### config.mk
export PLATFORM = sky130hd
export DESIGN_NAME = demux_stream_nch
export DESIGN_NICKNAME = d
export VERILOG_FILES = /design/src/rtl/demux_stream_nch.sv
export SDC_FILE = /design/constraint.sdc
export NUM_CORES = 1
export LEC_CHECK = 0
export BUFFER_PORTS_ARGS = -buffer_cell sky130_fd_sc_hd__buf_2
export CORE_UTILIZATION = 45
export CTS_CLUSTER_DIAMETER = 120
export DETAILED_ROUTE_END_ITERATION = 12
export MAX_ROUTING_LAYER = met4
export PLACE_DENSITY = 0.75
export SLEW_MARGIN = 10
export SYNTH_ARGS = -nofsm -noshare
export SYNTH_HDL_FRONTEND = slang
export SYNTH_SLANG_ARGS = --single-unit
### constraint.sdc
create_clock -name clk -period 1.95 [get_ports clk]
set_input_delay 0.39 -clock clk [delete_from_list [all_inputs] [get_ports clk]]
set_output_delay 0.39 -clock clk [all_outputs]
set_load 0.03 [all_outputs]
### src/rtl/demux_stream_nch.sv
// demux_stream_nch: registered 1-to-N stream demux with
// per-channel holding register, broadcast and bad-select drop.
module demux_stream_nch #(
  parameter int DATA_W = 8,
  parameter int N_CH   = 4,
  parameter int SEL_W  = 2
) (
  input  logic                     clk,
  input  logic                     rst_n,
  input  logic                     in_valid,
  output logic                     in_ready,
  input  logic [DATA_W-1:0]        in_data,
  input  logic [SEL_W-1:0]         in_sel,
  input  logic                     in_bcast,
  output logic [N_CH-1:0]          out_valid,
  input  logic [N_CH-1:0]          out_ready,
  output logic [N_CH*DATA_W-1:0]   out_data,
  output logic [7:0]               err_cnt
);

  typedef enum logic {
    EMPTY = 1'b0,
    FULL  = 1'b1
  } ch_state_e;

  ch_state_e         state_q [N_CH];
  ch_state_e         state_d [N_CH];
  logic [DATA_W-1:0] data_q  [N_CH];
  logic [N_CH-1:0]   free;
  logic [N_CH-1:0]   load;
  logic              sel_ok;
  logic              sel_free;
  logic              take;
  logic              drop;
  logic [7:0]        err_q;

  assign sel_ok = ({1'b0, in_sel} < (SEL_W+1)'(N_CH));

  // A draining FULL channel counts as free for full throughput.
  always_comb begin
    free     = '0;
    sel_free = 1'b0;
    for (int k = 0; k < N_CH; k++) begin
      free[k] = (state_q[k] == EMPTY) | out_ready[k];
      if (in_sel == SEL_W'(k)) sel_free = free[k];
    end
  end

  always_comb begin
    in_ready = 1'b1;
    unique case (1'b1)
      in_bcast:            in_ready = &free;
      (!in_bcast & sel_ok): in_ready = sel_free;
      default:             in_ready = 1'b1;
    endcase
  end

  assign take = in_valid & in_ready;
  assign drop = take & ~in_bcast & ~sel_ok;

  always_comb begin
    load = '0;
    for (int k = 0; k < N_CH; k++) begin
      load[k] = take &
        (in_bcast | (sel_ok & (in_sel == SEL_W'(k))));
    end
  end

  always_comb begin
    for (int k = 0; k < N_CH; k++) begin
      state_d[k] = state_q[k];
      unique case (state_q[k])
        EMPTY: state_d[k] = load[k] ? FULL : EMPTY;
        FULL:  state_d[k] = (load[k] | ~out_ready[k])
                            ? FULL : EMPTY;
      endcase
    end
  end

  always_ff @(posedge clk or negedge rst_n) begin
    if (!rst_n) begin
      for (int k = 0; k < N_CH; k++) begin
        state_q[k] <= EMPTY;
        data_q[k]  <= '0;
      end
    end else begin
      for (int k = 0; k < N_CH; k++) begin
        state_q[k] <= state_d[k];
        if (load[k]) data_q[k] <= in_data;
      end
    end
  end

  // Saturate rather than wrap so a flood of bad selects stays visible.
  always_ff @(posedge clk or negedge rst_n) begin
    if (!rst_n) begin
      err_q <= '0;
    end else if (drop && err_q != 8'hFF) begin
      err_q <= err_q + 8'd1;
    end
  end

  always_comb begin
    out_valid = '0;
    out_data  = '0;
    for (int k = 0; k < N_CH; k++) begin
      out_valid[k] = (state_q[k] == FULL);
      out_data[k*DATA_W +: DATA_W] = data_q[k];
    end
  end

  assign err_cnt = err_q;

endmodule

==> summary.md <==
The run gives 218 as the filler-free cell count of the finished design. In this run, synthesis produced a sequential element count of 36. After floorplanning, the core was sized to cover 3340 um2.

The I/O pin total is 63. The endpoint required time on the critical path was 1560 ps; the worst slew margin relative to its limit was 0.488. The final routed wire length divided by cell count is 14.3 um, and the chip height is 61.2 um. The run gives 0 as the remaining number of nets flagged by the antenna check after routing. Dominant register cell in the synthesized netlist: dfrtp_1. Detailed placement finished with a half-perimeter wire length of 2.26 mm.

The number of design-rule violations left by the first detailed-router iteration came out at 21. The fraction of registers with async set/reset is 1.00. The count of buffers added on input and output ports is 54. The first global-routing pass estimated 4.75 mm of wire. STA classifies the critical path endpoint as an output port. Ranked by total cell area, the synthesized netlist is headed by dfrtp_1 (57%), mux2_2 (22%), buf_4 (3.8%).

The cell accounting for the most synthesized area was dfrtp_1. The ratio of routed vias to standard cells came out at 4.92. Entering global routing, the biggest net connects 37 pins.

The cell count after synthesis came out at 104. The run gives 0 as the number of maximum-capacitance constraint violations. The design draws 0.00265 W. The signed area change from the synthesized netlist to the final layout works out to 29.6%. The leading cell type in the layout, fill and taps excluded is buf_2. For the initial antenna violation count, the log shows 0. The tools report the number of hold-slack violations in the final timing report as 0. TritonCTS built the clock tree. For the total number of vias, the log shows 1073. The count of flip-flops with a built-in enable after synthesis came out at 0. The via count of the first global-routing pass came out at 1052. The tools report the number of core rows as 21.

The setup check on the worst reg-to-reg path leaves a slack of 270 ps. The tree is rooted in a clkbuf_4. The run gives 0.799 as the final RePlAce weighted congestion. The cell area after synthesis was 1580 um2; the mean instance size in the synthesized netlist was 15.2 um2. The number of H-tree levels came out at 2. Across the VDD grid, the largest voltage drop is 0.862 mV.

For the worst flop-to-flop path, the logic depth is 6. The clock period minus worst slack works out to 1870 ps. Once placement finished, the instance area stood at 1960 um2.

At the pin with the least slew margin, the transition time is 768 ps. The end of the worst register-to-register path was out_data[8]$_DFFE_PN0P_. After detailed placement, the design holds a cell count of 209.

In the layout the commonest cells are buf_2 (53), dfrtp_1 (36), mux2_2 (31). STA classifies the critical path startpoint as a flip-flop. The tools report the maximum clock rate as 0.535 GHz. Total count of max-transition violations in the final report: 0.

The setup clock skew after layout was 4.66 ps. The floorplan step set the die width to 61.2 um. After detailed routing, the total wire length is 3.12 mm. The leakage power of the design is 0.951 nW.

Maximum fanout encountered on the critical timing path: 5. 0 antenna diodes ended up in the layout. The remaining design rule violation count was 0. The total overflow left after global routing is 0.

The share of the clock period used by the worst path was 0.958. Setup violations remaining at the end of the flow were counted as 0. The share of layout cells above drive strength 1 was 0.645. The logs give 283 for the fill cell instance count of the final layout and 2 for the worst-case clock buffer depth. The startpoint identified for the worst register-to-register timing path is out_valid[0]$_DFF_PN0_. The tools report the data arrival time of the worst path as 1480 ps. Final design instance area without fill: 2050 um2. The run gives 0.190 as the all-layer global routing usage. The clock transition time at the flip-flop clock pins of the worst setup and hold paths works out to 100 ps. Power density of the placed cells: 1300 nW/um2.

The area share of the leading cell type in the synthesized netlist was 0.571. The flow ran to the end, and the final reports show no timing, DRC or antenna violations. The share of the yosys chip area belonging to registers came out at 0.571. Worst hold-check path type: primary input to async pin. The number of library cell types mapped by synthesis was 21. The start-to-end type of the worst setup path is flip-flop to output port. The number of warnings issued by yosys came out at 0. For this run, the post-layout net count is 189. Buffers inserted during clock tree synthesis total 5. The final standard cell utilization of the core was 0.613; the latest clock arrival within the worst-skew pair was 340 ps. The initial core utilization was 0.473; the area of the die was 3750 um2. For the TritonCTS sink count, the log shows 36. The first detailed-routing pass took 4 iterations.
## final cells by class
cell class / count / area, um2 / share of cell area
flip-flops and latches: 36 / 901 / 0.440
clock buffers: 8 / 58.8 / 0.0287
repair buffers: 61 / 363 / 0.177
well taps: 46 / 57.6 / 0.0281
inverters: 2 / 7.51 / 0.00367
multi-input cells: 65 / 658 / 0.322
## synth_stat cells, drive strengths merged, types with 2 or more instances
master,count
nand2b,5
inv,2
nor3,3
nand2,2
mux2,32
buf,8
dfrtp,36
nor2,2
o31ai,3
a21oi,3
## layer usage
layer	vias to the layer above	wire (um)	GRT usage	part of all wire
li1	493	-	-	-
met1	527	1390	0.231	0.45
met2	48	1460	0.290	0.47
met3	5	212	0.0651	0.068
met4	0	45	0.0779	0.014
met5	-	0	-	0
## worst max-delay path: stages (launching register included)
cell and delay (ps):
dfrtp_1 390, nand2b_1 140, nand2b_4 160, o221ai_4 150
nor2_2 140, buf_4 160
## kinds of logic after synthesis
family	share of synthesized area
buffers and inverters	0.0428
muxes	0.228
other	0.00237
AOI/OAI and AO/OA	0.0784
DFF	0.571
and+or+nand+nor	0.0777
## metrics by stage
step | setup TNS, ps | setup WS [ps] | hold slack (ps)
after global routing | -8.23 | -8.23 | 164
after global placement | 0 | 105 | 465
after floorplan | 0 | 187 | 94.4
after detailed placement | 0 | 37.4 | 473
after CTS | 0 | 13.3 | 130
final | 0 | 81.7 | 110
## power breakdown
| part | internal, W | total (W) | switching (W) |
|---|---|---|---|
| sequential | 0.000965 | 0.00108 | 0.000114 |
| clock | 0.000178 | 0.000416 | 0.000238 |
| combinational | 0.000409 | 0.00116 | 0.000747 |
## flip-flops by register name, summed over array words and instances (netlist names)
name,cells
out_valid,4
out_data,32
## worst max-delay path by stage
| stage | from | to | slack (ps) | depth (start not counted) |
|---|---|---|---|---|
| final | out_valid[0]$_DFF_PN0_ | in_ready | 80 | 5 |
| after global routing | out_valid[0]$_DFF_PN0_ | in_ready | -8 | 5 |
| after CTS | out_valid[0]$_DFF_PN0_ | in_ready | 10 | 5 |
| after detailed placement | in_sel[1] | out_data[8]$_DFFE_PN0P_ | 40 | 7 |
| after global placement | in_bcast | out_data[19]$_DFFE_PN0P_ | 100 | 6 |
| after floorplan | out_valid[0]$_DFF_PN0_ | in_ready | 190 | 4 |
## what timing repair did
item,4_1_cts,5_1_grt
hold buffers,0,0
setup buffers,0,1
resized for setup,0,5
endpoints found under the hold margin,0,0
endpoints found under the setup margin,0,1
(Power assumes the default switching activity.)
